$ cat config.mk
export PLATFORM = sky130hd
export DESIGN_NAME = lc3_mem_if
export DESIGN_NICKNAME = d
export VERILOG_FILES = /design/src/rtl/lc3_pkg.sv /design/src/rtl/lc3_wait_cnt.sv /design/src/rtl/lc3_mem_if.sv
export SDC_FILE = /design/constraint.sdc
export NUM_CORES = 1
export LEC_CHECK = 0
export CAP_MARGIN = 20
export CORE_MARGIN = 5
export CORE_UTILIZATION = 25
export CTS_CLUSTER_DIAMETER = 120
export DETAILED_ROUTE_END_ITERATION = 16
export SYNTH_ARGS = -nofsm -noshare
export SYNTH_HDL_FRONTEND = slang
export SYNTH_SLANG_ARGS = --single-unit
$ cat constraint.sdc
create_clock -name clk -period 5.2 [get_ports clk]
set_clock_uncertainty 0.15 [all_clocks]
set_input_delay 1.3 -clock clk [delete_from_list [all_inputs] [get_ports clk]]
set_output_delay 1.3 -clock clk [all_outputs]
set_load 0.1 [all_outputs]
$ cat src/rtl/lc3_pkg.sv
// Shared LC-3 definitions: datapath width, wait-counter width and the
// memory-interface FSM state encoding.
package lc3_pkg;

    localparam int DATA_W = 16;
    localparam int WAIT_W = 8;

    typedef enum logic [1:0] {
        IDLE   = 2'b00,
        ACCESS = 2'b01,
        DONE   = 2'b10
    } state_t;

endpackage

$ cat src/rtl/lc3_wait_cnt.sv
// Memory wait-cycle counter. tc flags the last cycle allowed before a timeout,
// so that cycle's mem_ack can still win.
module lc3_wait_cnt
    import lc3_pkg::*;
#(
    parameter int TIMEOUT = 255
) (
    input  logic clk,
    input  logic rst,
    input  logic clr,
    input  logic en,
    output logic tc
);

    logic [WAIT_W-1:0] cnt;

    always_ff @(posedge clk or negedge rst) begin
        if (!rst) begin
            cnt <= '0;
        end else if (clr) begin
            cnt <= '0;
        end else if (en) begin
            cnt <= cnt + WAIT_W'(1);
        end
    end

    assign tc = (cnt == WAIT_W'(TIMEOUT - 1));

endmodule

$ cat src/rtl/lc3_mem_if.sv
// LC-3 MAR/MDR memory interface: loads MAR/MDR from the bus, runs one memory
// access per mio_en, pulses r on completion and flags timeouts on err.
module lc3_mem_if
    import lc3_pkg::*;
#(
    parameter int TIMEOUT = 255
) (
    input  logic              clk,
    input  logic              rst,
    input  logic [DATA_W-1:0] bus_in,
    input  logic              ld_mar,
    input  logic              ld_mdr,
    input  logic              mio_en,
    input  logic              r_w,
    output logic [DATA_W-1:0] mar,
    output logic [DATA_W-1:0] mdr,
    output logic              r,
    output logic              err,
    output logic              busy,
    output logic              mem_req,
    output logic              mem_we,
    output logic [DATA_W-1:0] mem_addr,
    output logic [DATA_W-1:0] mem_wdata,
    input  logic [DATA_W-1:0] mem_rdata,
    input  logic              mem_ack,
    output state_t            state_dbg
);

    // Memory handshake: mem_req is held high from the first ACCESS cycle until
    // the cycle mem_ack is sampled high (or the wait budget runs out); mem_ack
    // is only looked at while mem_req is high, and address/data are held stable
    // for the whole request because MAR/MDR are frozen while busy.
    state_t state;
    logic   wr_flag;
    logic   wait_clr;
    logic   wait_en;
    logic   wait_tc;

    assign wait_clr = (state == IDLE) && mio_en;
    assign wait_en  = (state == ACCESS) && !mem_ack;

    lc3_wait_cnt #(
        .TIMEOUT(TIMEOUT)
    ) u_wait_cnt (
        .clk(clk),
        .rst(rst),
        .clr(wait_clr),
        .en (wait_en),
        .tc (wait_tc)
    );

    always_ff @(posedge clk or negedge rst) begin
        if (!rst) begin
            state   <= IDLE;
            mar     <= '0;
            mdr     <= '0;
            wr_flag <= 1'b0;
            err     <= 1'b0;
            r       <= 1'b0;
            busy    <= 1'b0;
            mem_req <= 1'b0;
            mem_we  <= 1'b0;
        end else begin
            r <= 1'b0;
            case (state)
                IDLE: begin
                    if (ld_mar) mar <= bus_in;
                    if (ld_mdr) mdr <= bus_in;
                    if (mio_en) begin
                        wr_flag <= r_w;
                        busy    <= 1'b1;
                        mem_req <= 1'b1;
                        mem_we  <= r_w;
                        state   <= ACCESS;
                    end
                end
                ACCESS: begin
                    // An ack in the final budget cycle takes priority over the timeout.
                    if (mem_ack) begin
                        if (!wr_flag) mdr <= mem_rdata;
                        mem_req <= 1'b0;
                        mem_we  <= 1'b0;
                        r       <= 1'b1;
                        state   <= DONE;
                    end else if (wait_tc) begin
                        err     <= 1'b1;
                        mem_req <= 1'b0;
                        mem_we  <= 1'b0;
                        r       <= 1'b1;
                        state   <= DONE;
                    end
                end
                DONE: begin
                    busy  <= 1'b0;
                    state <= IDLE;
                end
                default: begin
                    busy    <= 1'b0;
                    mem_req <= 1'b0;
                    mem_we  <= 1'b0;
                    state   <= IDLE;
                end
            endcase
        end
    end

    assign mem_addr  = mar;
    assign mem_wdata = mdr;
    assign state_dbg = state;

endmodule

==> metrics.yaml <==
outcome:
  status: "completed"
worst_setup_path:
  worstSetupPathType: "register to output port"
  path_max_fanout: 13
  arrival_ns: 2.13
  start_kind: "register"
  cp_slowest_cell: "clkdlybuf4s50_1"
  path_cells: "clkdlybuf4s50_1"
  cpPeakStageDelay_ns: 1.22
  cp_top_family: "buffers and inverters"
  crit_required_ns: 3.75
  cp-end-kind: "output port"
  critPathBufInv: 1
timing:
  rsz0062_at_grt: "no"
  finalHoldViolations: 0
  period_needed_ns: 3.58
  relSlewSlack_pct: 29.4
  fin_crit_sh_pct: 68.9
  setup-tns-final_ns: 0
  worst_slew_pin_slew_ns: 1.06
  final-setup-viol-count: 0
  max_freq_mhz: 279
  slew_violations: 0
synth:
  synth_nets: 233
  avgSynthCellArea_sq_um: 12.5
  syn_area_sq_mm: 0.00240
  ys_ff_latch: 48
  netlist_instances: 192
  yosysWarnings: 0
  yosysSeqAreaShare_pct: 50.1
  synth.distinct_cells: 31
detailed_routing:
  vias: 1666
  drtIter0Drc: 58
  drtPass1Iterations: 3
  wl_per_cell_um: 14.2
  drt_wl_total_mm: 5.68
  drc: 0
  viasPerCell: 4.15
  ant_nets: 0
clock_network:
  cts-resized-gates: 0
  cts_tree: "built"
  insertion_delay_ns: 0.29
  cts_made_buffers: 5
  cts_setup_buffers: 0
  cts_sinks: 48
  clk_pin_slew_worst_paths_ns: 0.09
  ctsRootBufferMaster: "clkbuf_8"
  cts.hold.buffers_added: 0
  htreeDepth: 2
  cts_max_path_buffers: 2
hold_path:
  hp-class: "register to register"
global_route:
  grt_pass1_vias: 1780
  grt_max_degree: 49
  grt_pass1_wl_mm: 9.05
  track_usage_pct: 9.75
  grt-ovfl-total: 0
  antenna_found_initial: 0
die:
  pin_count: 110
  die_h_um: 108
  coreArea_sq_mm: 0.00928
  rows: 35
  die-area_sq_mm: 0.0117
  die_x_um: 108
  start_util_pct: 25.8
finish:
  fillCellCount: 943
  fin_nets: 312
  synthToLayoutAreaGrowth_pct: 44.7
  num_antenna_cells: 0
  multi_input_comb_area_sq_um: 912
  regArea_sq_mm: 0.00120
  drive_gt1_share_pct: 21.7
place:
  gp_congestion: 0.765
  portBuffers: 109
  hpwlAfterDp_mm: 4.18
flow_run:
  cap_viol_max_count: 0
-- state kept, by name, indices dropped and copies added, names as in the netlist --
register        flops
mar                16
mdr                16
u_wait_cnt.cnt      8
state_dbg           2
busy                1
err                 1
mem_req             1
mem_we              1
r                   1
wr_flag             1
-- per-layer routing --
| metal | routed length, um | up-vias | track usage (%) | part of all wire [%] |
|---|---|---|---|---|
| met4 | 42 | 0 | 2.16 | 0.74 |
| met5 | 0 | - | 0 | 0 |
| met2 | 2640 | 69 | 15.9 | 46 |
| li1 | - | 793 | - | - |
| met1 | 2600 | 800 | 12.4 | 46 |
| met3 | 403 | 4 | 3.52 | 7.1 |
-- kinds of logic (layout without fill, tap and decap cells) --
group                      count (synthesis)  count (layout)  share of synthesized area (%)
buffers and inverters                     41             121                           12.2
muxes                                     49              49                           22.9
and+or+nand+nor                           31              31                           8.19
xor gates and xnor gates                   1               1                          0.365
adders and majority gates                  2               2                           1.04
DFF                                       48              48                           50.1
AOI/OAI and AO/OA                         20              20                           5.21
-- cell usage after synthesis (all sizes together) --
| master | instances | area [sq um] |
|---|---|---|
| or3b | 2 | 20.0 |
| inv | 3 | 11.3 |
| nor3b | 3 | 32.5 |
| o21ba | 2 | 20.0 |
| nor2 | 3 | 11.3 |
| nand3 | 3 | 15.0 |
| a21oi | 7 | 38.8 |
| ha | 2 | 25.0 |
| buf | 38 | 282 |
| nand2 | 8 | 30.0 |
| nand2b | 3 | 18.8 |
| nand4 | 2 | 12.5 |
| o21ai | 6 | 30.0 |
| o211ai | 1 | 7.51 |
| o22ai | 1 | 6.26 |
| mux2 | 48 | 541 |
| nand4bb | 2 | 22.5 |
| or4 | 1 | 7.51 |
| xor2 | 1 | 8.76 |
| a21o | 1 | 7.51 |
| nand3b | 1 | 7.51 |
| mux2i | 1 | 10.0 |
| dfrtp | 48 | 1200 |
| or3 | 3 | 18.8 |
| o31ai | 2 | 15.0 |
-- path summary, 6_finish.rpt --
kind	startpoint	to	slack (ns)	cells past startpoint
setup / recovery	state_dbg[0]	state_dbg[0]	1.62	1
hold / removal	wr_flag	wr_flag	0.32	2
setup reg to reg	state_dbg[1]	mdr[4]	2.83	3
hold reg to reg	wr_flag	wr_flag	0.32	2
max in group asynchronous	rst	mar[10]	3.54	2
min in group asynchronous	rst	u_wait_cnt.cnt[4]	0.96	2
-- stage by stage --
step                std cells  cell area [sq um]  worst slack (ns)  hold slack [ns]  utilization [%]
finish                    401               3470              1.62            0.324             37.4
global route              401               3470              1.52            0.355             37.4
CTS                       401               3470              1.59            0.335             37.4
detailed placement        393               3380              1.63            0.312             36.4
global placement          393               3380              1.71            0.303             36.4
floorplan                 192               2400              2.41            0.287                -
-- final cells by class --
type | instances | share of cell area, %
Multi-Input combinational cell | 103 | 26.3
Clock inverter | 1 | 0.216
Clock buffer | 7 | 2.49
Tap cell | 129 | 4.65
Inverter | 3 | 0.324
Timing Repair Buffer | 110 | 31.5
Sequential cell | 48 | 34.6
-- cells in the final DEF (no fill, tap or decap), types with 2 or more instances in the layout --
cell type	n
a21oi_1	6
clkbuf_8	6
clkdlybuf4s50_1	108
dfrtp_1	48
ha_1	2
inv_1	3
mux2_1	5
mux2_2	43
nand2_1	8
nand2b_1	3
nand3_1	3
nand4_1	2
nand4bb_1	2
nor2_1	3
o21ai_0	6
o21ba_2	2
o31ai_1	2
or3_1	3
Power is left out: the tool's default activity adds up to more than one toggle a clock period on the data nets, which glitch-free logic cannot reach.
